`src/rtl/regfile_sb_if.sv`:
```
// regfile_sb_if: decode / write-back side bundle for the scoreboarded register file.
//   master : decode + write-back (drives addresses, write data/mode, busy-set)
//   slave  : register file (returns read data, hazard flags, busy count)
//   A1/A2 -> RD1/RD2, rs1_busy/rs2_busy ; A3/WD3/WE3 write-back ;
//   busy_set/busy_addr mark a pending load ; busy_cnt = registers pending.
interface regfile_sb_if #(
  parameter int XLEN  = 32,
  parameter int NREGS = 32
);
  localparam int AW = $clog2(NREGS);

  logic [AW-1:0]   A1;
  logic [AW-1:0]   A2;
  logic [XLEN-1:0] RD1;
  logic [XLEN-1:0] RD2;
  logic [AW-1:0]   A3;
  logic [XLEN-1:0] WD3;
  logic [2:0]      WE3;
  logic            busy_set;
  logic [AW-1:0]   busy_addr;
  logic            rs1_busy;
  logic            rs2_busy;
  logic [AW:0]     busy_cnt;

  modport master (
    output A1, A2, A3, WD3, WE3, busy_set, busy_addr,
    input  RD1, RD2, rs1_busy, rs2_busy, busy_cnt
  );

  modport slave (
    input  A1, A2, A3, WD3, WE3, busy_set, busy_addr,
    output RD1, RD2, rs1_busy, rs2_busy, busy_cnt
  );
endinterface

```
`src/rtl/regfile_sb.sv`:
```
// regfile_sb: NREGS x XLEN integer register file, 2 combinational read ports,
// 1 write-back port with load-width extension, write-to-read bypass and a
// per-register busy scoreboard for multi-cycle loads.
//   clk  : clock, all state on rising edge
//   rst  : synchronous active-high reset (clears array, busy bits, count)
//   bus  : regfile_sb_if.slave (read/write/scoreboard signals)

// One read port: x0 forcing, bypass from the current write, hazard flag.
module regfile_sb_rport #(
  parameter int XLEN  = 32,
  parameter int NREGS = 32,
  parameter int AW    = 5
) (
  input  logic                        rst,
  input  logic [AW-1:0]               addr,
  input  logic [NREGS-1:0][XLEN-1:0]  regs,
  input  logic [NREGS-1:0]            busy,
  input  logic                        wr_vld,
  input  logic [AW-1:0]               wr_addr,
  input  logic [XLEN-1:0]             wr_data,
  output logic [XLEN-1:0]             rd,
  output logic                        rs_busy
);
  logic hit;

  // wr_vld already excludes A3 == 0, so a hit never targets x0
  assign hit = wr_vld && (wr_addr == addr);

  always_comb begin
    rd      = '0;
    rs_busy = 1'b0;
    if (!rst && addr != '0) begin
      rd      = hit ? wr_data : regs[addr];
      // a completing write-back resolves the hazard through the bypass
      rs_busy = busy[addr] && !hit;
    end
  end
endmodule

module regfile_sb #(
  parameter int XLEN  = 32,
  parameter int NREGS = 32
) (
  input  logic        clk,
  input  logic        rst,
  regfile_sb_if.slave bus
);
  localparam int AW = $clog2(NREGS);
  localparam int CW = AW + 1;

  logic [NREGS-1:0][XLEN-1:0] regs;
  logic [NREGS-1:0]           busy;
  logic [NREGS-1:0]           busy_nxt;
  logic [CW-1:0]              cnt_q;
  logic [CW-1:0]              cnt_nxt;
  logic [XLEN-1:0]            ext;
  logic                       wr_vld;

  logic [1:0][AW-1:0]   ra;
  logic [1:0][XLEN-1:0] rd;
  logic [1:0]           rs_busy;

  // write-data extension by load width
  always_comb begin
    ext = '0;
    case (bus.WE3)
      3'b001:  ext = bus.WD3;
      3'b010:  ext = {{(XLEN-8){bus.WD3[7]}},   bus.WD3[7:0]};
      3'b011:  ext = {{(XLEN-16){bus.WD3[15]}}, bus.WD3[15:0]};
      3'b100:  ext = {{(XLEN-8){1'b0}},         bus.WD3[7:0]};
      3'b101:  ext = {{(XLEN-16){1'b0}},        bus.WD3[15:0]};
      default: ext = '0;
    endcase
  end

  // 000 and reserved 110/111 are no-ops; x0 is never written
  assign wr_vld = (bus.WE3 >= 3'd1) && (bus.WE3 <= 3'd5) && (bus.A3 != '0);

  // scoreboard next state: clear on write-back, then set (set wins on same reg)
  always_comb begin
    busy_nxt = busy;
    if (wr_vld) busy_nxt[bus.A3] = 1'b0;
    if (bus.busy_set && bus.busy_addr != '0) busy_nxt[bus.busy_addr] = 1'b1;
    busy_nxt[0] = 1'b0;
    cnt_nxt = '0;
    for (int i = 1; i < NREGS; i++) cnt_nxt = cnt_nxt + CW'(busy_nxt[i]);
  end

  always_ff @(posedge clk) begin
    if (rst) begin
      regs  <= '0;
      busy  <= '0;
      cnt_q <= '0;
    end else begin
      if (wr_vld) regs[bus.A3] <= ext;
      busy  <= busy_nxt;
      cnt_q <= cnt_nxt;
    end
  end

  assign ra[0] = bus.A1;
  assign ra[1] = bus.A2;

  for (genvar g = 0; g < 2; g++) begin : g_rport
    regfile_sb_rport #(.XLEN(XLEN), .NREGS(NREGS), .AW(AW)) u_rport (
      .rst     (rst),
      .addr    (ra[g]),
      .regs    (regs),
      .busy    (busy),
      .wr_vld  (wr_vld),
      .wr_addr (bus.A3),
      .wr_data (ext),
      .rd      (rd[g]),
      .rs_busy (rs_busy[g])
    );
  end

  assign bus.RD1      = rd[0];
  assign bus.RD2      = rd[1];
  assign bus.rs1_busy = rs_busy[0];
  assign bus.rs2_busy = rs_busy[1];
  // count is registered; forced to 0 while reset is asserted
  assign bus.busy_cnt = rst ? '0 : cnt_q;
endmodule

```
`src/flat_wrapper.sv`:
```
// flat-port wrapper written by rule: the top's interface ports become plain ports
module regfile_sb_flat 
#(
  parameter int XLEN  = 32,
  parameter int NREGS = 32
)
  (clk, rst, bus_A1, bus_A2, bus_A3, bus_WD3, bus_WE3, bus_busy_set, bus_busy_addr, bus_RD1, bus_RD2, bus_rs1_busy, bus_rs2_busy, bus_busy_cnt);
  regfile_sb_if #(.XLEN(XLEN), .NREGS(NREGS)) bus_i ();
  input  logic clk;
  input  logic rst;
  input wire logic [$bits(bus_i.A1)-1:0] bus_A1;
  input wire logic [$bits(bus_i.A2)-1:0] bus_A2;
  input wire logic [$bits(bus_i.A3)-1:0] bus_A3;
  input wire logic [$bits(bus_i.WD3)-1:0] bus_WD3;
  input wire logic [$bits(bus_i.WE3)-1:0] bus_WE3;
  input wire logic [$bits(bus_i.busy_set)-1:0] bus_busy_set;
  input wire logic [$bits(bus_i.busy_addr)-1:0] bus_busy_addr;
  output wire logic [$bits(bus_i.RD1)-1:0] bus_RD1;
  output wire logic [$bits(bus_i.RD2)-1:0] bus_RD2;
  output wire logic [$bits(bus_i.rs1_busy)-1:0] bus_rs1_busy;
  output wire logic [$bits(bus_i.rs2_busy)-1:0] bus_rs2_busy;
  output wire logic [$bits(bus_i.busy_cnt)-1:0] bus_busy_cnt;
  assign bus_i.A1 = bus_A1;
  assign bus_i.A2 = bus_A2;
  assign bus_i.A3 = bus_A3;
  assign bus_i.WD3 = bus_WD3;
  assign bus_i.WE3 = bus_WE3;
  assign bus_i.busy_set = bus_busy_set;
  assign bus_i.busy_addr = bus_busy_addr;
  assign bus_RD1 = bus_i.RD1;
  assign bus_RD2 = bus_i.RD2;
  assign bus_rs1_busy = bus_i.rs1_busy;
  assign bus_rs2_busy = bus_i.rs2_busy;
  assign bus_busy_cnt = bus_i.busy_cnt;
  regfile_sb #(.XLEN(XLEN), .NREGS(NREGS)) u_core (.clk(clk), .rst(rst), .bus(bus_i));
endmodule
```
`config.mk`:
```
export PLATFORM = sky130hd
export DESIGN_NAME = regfile_sb_flat
export DESIGN_NICKNAME = d
export VERILOG_FILES = /design/src/rtl/regfile_sb_if.sv /design/src/rtl/regfile_sb.sv /design/src/flat_wrapper.sv
export SDC_FILE = /design/constraint.sdc
export NUM_CORES = 2
export LEC_CHECK = 0
export BUFFER_PORTS_ARGS = -buffer_cell sky130_fd_sc_hd__buf_2
export CORE_MARGIN = 10
export CORE_UTILIZATION = 40
export CTS_CLUSTER_DIAMETER = 120
export CTS_CLUSTER_SIZE = 14
export DETAILED_ROUTE_END_ITERATION = 6
export PLACE_DENSITY = 0.53
export SLEW_MARGIN = 25
export SYNTH_ARGS = -nofsm -noshare
export SYNTH_HDL_FRONTEND = slang
export SYNTH_SLANG_ARGS = --single-unit
export TNS_END_PERCENT = 1
```
`constraint.sdc`:
```
create_clock -name clk -period 6.7 [get_ports clk]
set_input_delay 0.67 -clock clk [delete_from_list [all_inputs] [get_ports clk]]
set_output_delay 0.67 -clock clk [all_outputs]
set_load 0.01 [all_outputs]
```
After elaboration in Yosys (flattened, before gate mapping)
Index checks and enable logic that the tools add are counted.
Widths: inputs -> output; s select.
{ "word_totals": {"rom_bits": 0, "reg_bits": 1062, "input_bits": 58, "latch_bits": 0, "word_cells": 126, "ram_bits": 0, "output_inout_bits": 72, "mem_count": 0} }
{ "classes": {"div": 0, "bitwise_logic": 3, "multipliers": 0, "n_mux": 25, "eq_ne": 7, "magnitude_cmp": 8, "reduce_logical": 18, "n_shift": 0, "addsub": 30} }
{ "op_table": {"columns": ["cell", "n"], "rows": [
  ["$bwmux 1024", 1],
  ["$bmux 32 s5", 2],
  ["$mux 32", 9],
  ["$add 6x1->6", 29],
  ["$demux 32 s5", 1],
  ["$pmux 32 s5", 1],
  ["$and 32x32->32", 1],
  ["$not 32->32", 1],
  ["$or 32x32->32", 1],
  ["$lt 5x6->1 const B", 4],
  ["$reduce_bool 5->1", 4],
  ["$logic_and 1x1->1", 11],
  ["$bmux 1 s5", 2],
  ["$demux 1 s5", 2],
  ["$eq 5x5->1", 2],
  ["$ge 5x1->1 const B", 2],
  ["$eq 3x2->1 const B", 2],
  ["$eq 3x3->1 const B", 2],
  ["$mux 1", 6],
  ["$mux 6", 1],
  ["$eq 3x1->1 const B", 1],
  ["$ge 3x1->1 const B", 1],
  ["$le 3x3->1 const B", 1],
  ["$logic_not 1->1", 3],
  ["$add 1x1->2", 1]
]} }

Depth between registers and ports, before layout
{ "depth": {"word_depth": 39, "mapped_depth": 25} }

Hierarchy
Synthesis repeated with hierarchy kept, for this count alone.
{ "hier_totals": {"cells_unflattened": 5327, "area_unflattened_um2": 54861.4} }
{ "modules_own_cells": {"columns": ["mod", "area_each_um2", "instances", "cells_each"], "rows": [
  ["regfile_sb", 36904.1, 1, 3683],
  ["regfile_sb_rport", 8978.6, 2, 822]
]} }

Worst setup path after synthesis
No wires, ideal clock.
{ "synth_path": {"path_type": "input port to flip-flop", "startpoint": "input bus_WE3[2]", "endpoint": "register u_core.cnt_q[4]", "path_buffers": 3, "arrival_ns": 6.299, "t_required_ns": 6.572, "setup_ns": 0.128, "path_slack_ns": 0.274, "stages": 24, "path_cell_list": "buf_2 and2_4 buf_6 nor2_1 buf_2 nand3_1 a22o_1 ha_1 fa_1 inv_1 fa_1 inv_1 fa_1 inv_1 fa_1 fa_1 fa_1 inv_1 ha_1 fa_1 a21o_1 a21oi_1 xor2_1 nor2_1"} }
{ "synth_between": {"elab_chain_cells": 36, "elab_cells_between_ends": 37, "classes_between": "add/sub: 30; order compare: 2; mux: 2; bitwise: 1; reduce/logical: 2"} }
{ "synth_rtl": {"columns": ["item", "line", "text"], "rows": [
  ["start: declaration", "flat_wrapper.sv:15", "input wire logic [$bits(bus_i.WE3)-1:0] bus_WE3;"],
  ["$ge 3x1->1 / $le 3x3->1 (equally long branches)", "regfile_sb.sv:77", "assign wr_vld = (bus.WE3 >= 3'd1) && (bus.WE3 <= 3'd5) && (bus.A3 != '0);"],
  ["$logic_and 1x1->1 (*) (2 in series)", "regfile_sb.sv:77", null],
  ["$mux 32 (*)", "regfile_sb.sv:82", "if (wr_vld) busy_nxt[bus.A3] = 1'b0;"],
  ["$or 32x32->32 (no line)", null, null],
  ["$mux 32 (*)", "regfile_sb.sv:83", "if (bus.busy_set && bus.busy_addr != '0) busy_nxt[bus.busy_addr] = 1'b1;"],
  ["named net u_core.busy_nxt[2]", "regfile_sb.sv:53", "logic [NREGS-1:0] busy_nxt;"],
  ["$add 1x1->2 (*)", "regfile_sb.sv:86", "for (int i = 1; i < NREGS; i++) cnt_nxt = cnt_nxt + CW'(busy_nxt[i]);"],
  ["$add 6x1->6 (*) (29 in series)", "regfile_sb.sv:86", null],
  ["end signal: assignment", "regfile_sb.sv:97", "cnt_q <= cnt_nxt;"],
  ["end: declaration", "regfile_sb.sv:54", "logic [CW-1:0] cnt_q;"]
]} }
Mark *: on every way through the listed nets, which the timed path passes. The rest lies on a longest branch.
A chain may end at the register's enable or synchronous reset.

Worst setup path after layout
{ "layout_path": {"startpoint": "input bus_A3[2]", "endpoint": "register u_core.cnt_q[4]"} }
{ "layout_between": {"elab_chain_cells": 39, "elab_cells_between_ends": 42, "classes_between": "add/sub: 30; order compare: 2; mux: 4; bitwise: 3; reduce/logical: 3"} }
{ "layout_rtl": {"columns": ["item", "line", "text"], "rows": [
  ["start: declaration", "flat_wrapper.sv:13", "input wire logic [$bits(bus_i.A3)-1:0] bus_A3;"],
  ["$lt 5x6->1 (not written as such) / $ge 5x1->1 (equally long branches)", "regfile_sb.sv:82", null],
  ["$logic_and 1x1->1 (not written as such)", "regfile_sb.sv:82", null],
  ["$mux 1 (not written as such)", "regfile_sb.sv:82", null],
  ["$demux 1 s5", null, null],
  ["$not 32->32 (no line)", null, null],
  ["$and 32x32->32 (no line)", null, null],
  ["$mux 32 (*)", "regfile_sb.sv:82", null],
  ["$or 32x32->32 (no line)", null, null],
  ["$mux 32 (*)", "regfile_sb.sv:83", null],
  ["named net u_core.busy_nxt[1]", "regfile_sb.sv:53", null],
  ["$add 1x1->2 (*)", "regfile_sb.sv:86", null],
  ["$add 6x1->6 (*) (29 in series)", "regfile_sb.sv:86", null]
]} }
Marks and branches as above.

==> results.md <==
- Clk pwr share: 37.6%
- Drc violations: 0
- Endpoints failing hold: 0
- Initial antenna violation count: 25
- Pin count of the biggest net entering global routing: 203
- Clk sink count: 1061
- Number of synthesized register bits: ~1100
- Hold Buf Count CTS: 0
- Most common cell in the netlist: nand2_1
- Synth area leader: dfxtp_1
- FP Rows: 136
- Post-CTS Setup Repair Bufs: 0
- CTS resizes: 0
- Synthesis-to-finish area growth: 7.751%
- Hold depth: 3
- Via Count: between 40000 and 50000
- P_leak: just under 20 nW
- Initial Util: 40.27%
- # IOs: between 100 and 150
- GP Congestion: 0.9129
- Dpl cells: 7681
- Synth top cells by count: nand2_1 (1583), dfxtp_1 (1061), a21oi_1 (856)
- RSZ-0062 raised after global routing: no
- Psw: 3.637 mW
- Clock Latency Late Sink: approximately 0.7 ns
- Total Routed Length: 230.7 mm
- 1st-iter DRT viols: 6459
- Setup TNS Final: 0 ns
- Pre-antenna DRT Iters: 6
- Combinational Power Share: 12.3%
- Total grt overflow: 0
- Clock skew: 0.03811 ns
- Worst Path Arrival: 6.41 ns
- Largest cells by area after synthesis: dfxtp_1 (38%), mux4_2 (15%), nand2_1 (11%)
- Final period util: 87.33%
- Top FF cell, synth: dfxtp_1
- Slew margin rel.: 20.43%
- Final setup fails: 0
- Reg power frac: 50.1%
- EDFF count, synth: 0
- CTS Buf Count: 85
- R2R setup slack: 1.28 ns
- Reg2reg path depth: 18
- Gr usage total: 28.89%
- # H-tree levels: 3
- Slew Viols, Final: 0
- Internal: 9.122 mW
- Seq/Total Area, Yosys: 38.32%
- Cell count after synthesis: roughly 6200
- DR vias/cell: 6.305
- PortBufs: 129
- Final hold slack: 0.2922 ns
- CTS clk-pin slew, worst paths: 0.07 ns
- Die W: between 300 and 400 um
- Yosys warns: 0
- Net Count, Synth: ~6300
- Die height: 392.3 um
- Dpl hpwl: 141.3 mm
- Switching part of the total: 28.51%
- Final net count: 6064
- Peak supply drop: 0.1797 mV
- CTS max path bufs: 3
- Outcome: complete, no violations
- Power Total: 12.76 mW
- CP Launch Type: input pin
- Fmax: 170.9 MHz
- Required time worst endpoint: 7.26 ns
- Hold endpoint: u_core.regs[70]$_SDFFE_PP0P_
- Slew @ Worst Pin: 1.189 ns
- Asr flop ratio synth: 0%
- Critical Path Sink Type: flip-flop
- Syn Area/Cell: 8.895 sq um
- Reg2Reg Capture Point: u_core.cnt_q[4]$_SDFF_PP0_
- Detail Route Antenna Nets: 0
- CTS tree: done
- Tightest Hold Check Type: input pin to flip-flop
- Yosys top cell area share: 38.32%
- Share of layout cells above drive strength 1: between 10% and 20%
- Crit path max fanout: 4
- Clk root buf: clkbuf_16
- Maxcap violations: 0
- Core Area: 0.1377 sq mm
- Post-Syn Area: 0.05543 sq mm
- Synth cell types: 64
- Vias in the first global route: between 40000 and 50000
- DR WL/cell: 29.67 um
- Worst Min Path Start: bus_WD3[6]
- First-pass GRT wire length: 329.8 mm
- Die ar.: 0.1539 sq mm
- WS Path Type: input pin to flip-flop
- Pwr dens: roughly 210 mW/mm^2
- Tmin final: 5.851 ns
- FF-to-FF Start: u_core.busy[1]$_SDFF_PP0_
- Post-Layout Cell Count: approximately 7800
power groups by stage:
stage / Clock [mW] / Combinational [mW] / Sequential, mW
4_1_cts: 4.85 / 1.53 / 6.39
5_1_grt: 5.05 / 1.62 / 6.40
2_1_floorplan: 0 / 0.928 / 6.53
3_5_place_dp: 0 / 1.52 / 6.54
6_report: 4.80 / 1.57 / 6.39
3_3_place_gp: 0 / 1.51 / 6.54
cells in the final DEF (no fill, tap or decap), types with 55 or more instances in the layout:
| cell | count |
|---|---|
| nand3_1 | 75 |
| a21oi_1 | 832 |
| buf_2 | 124 |
| dfxtp_1 | 1061 |
| a22oi_1 | 234 |
| nor2_1 | 283 |
| a211oi_2 | 55 |
| nand2_1 | 1583 |
| mux2i_1 | 307 |
| nor2b_1 | 69 |
| clkbuf_16 | 88 |
| mux4_2 | 380 |
| buf_4 | 172 |
| o22ai_1 | 60 |
| a22o_1 | 55 |
| a211oi_1 | 210 |
through the flow:
stage               util, %  area [sq um]  worst slack [ns]
floorplan                 -         55430            0.2738
global placement      41.63         57320            0.1880
detailed placement    41.74         57460            0.1603
CTS                   43.38         59710            0.8901
global route          43.38         59720            0.6385
finish                43.39         59730            0.8488
per-layer routing:
metal | GRT usage, % | vias to the layer above | share of wire [%]
met1 | 40.20 | 24270 | 42
met5 | 0 | - | 0.037
met3 | 7.510 | 481 | 11
met4 | 11.30 | 14 | 3.9
met2 | 42.56 | 2701 | 43
li1 | - | 21560 | -
critical path, stage by stage:
cell     delay, ns
buf_2         0.11
nor3_1        0.46
nand3_1       0.18
a22o_1        0.27
ha_1          0.30
fa_1          0.52
inv_1         0.07
fa_1          0.48
inv_1         0.05
fa_1          0.50
inv_1         0.05
fa_1          0.52
fa_1          0.42
fa_1          0.49
inv_1         0.04
ha_1          0.22
fa_1          0.45
a21o_1        0.19
a21oi_1       0.18
xor2_1        0.17
nor2_1        0.05
area by class of cell:
type                    count  area (sq um)
fillers                 13140         77930
clock buffers              88          2202
well taps                1794          2245
clock inverters             4         53.80
diodes                      4         10.01
repair buffers            315          2305
flip-flops and latches   1061         21240
multi-input cells        4473         31530
inverters                  38         142.6
how the worst max path moves through the flow:
stage / startpoint / end / slack [ns] / depth (start not counted)
global placement: bus_A3[2] / u_core.cnt_q[4]$_SDFF_PP0_ / 0.19 / 21
global route: bus_WE3[1] / u_core.cnt_q[4]$_SDFF_PP0_ / 0.64 / 21
floorplan: bus_WE3[2] / u_core.cnt_q[4]$_SDFF_PP0_ / 0.27 / 24
finish: bus_A3[2] / u_core.cnt_q[4]$_SDFF_PP0_ / 0.85 / 21
detailed placement: bus_A3[2] / u_core.cnt_q[4]$_SDFF_PP0_ / 0.16 / 21
CTS: bus_A3[2] / u_core.cnt_q[4]$_SDFF_PP0_ / 0.89 / 21
registers in the layout (all words and copies together) (netlist names):
signal and flops:
u_core.regs 1024, u_core.cnt_q 6, u_core.busy 31
logic make-up (layout without fill, tap and decap cells):
| family | after synthesis | in the layout | synth area share (%) |
|---|---|---|---|
| flip-flops | 1061 | 1061 | 38.32 |
| AO/OA/AOI/OAI | 1543 | 1543 | 17.56 |
| adder cells (fa/ha/maj) | 32 | 32 | 1.034 |
| XOR/XNOR | 12 | 12 | 0.1896 |
| buffers and inverters | 698 | 445 | 5.521 |
| multiplexers | 698 | 698 | 21.21 |
| AND/OR/NAND/NOR | 2188 | 2188 | 16.17 |
| other | 0 | 4 | 0 |
Power figures use the tool's default switching activity.
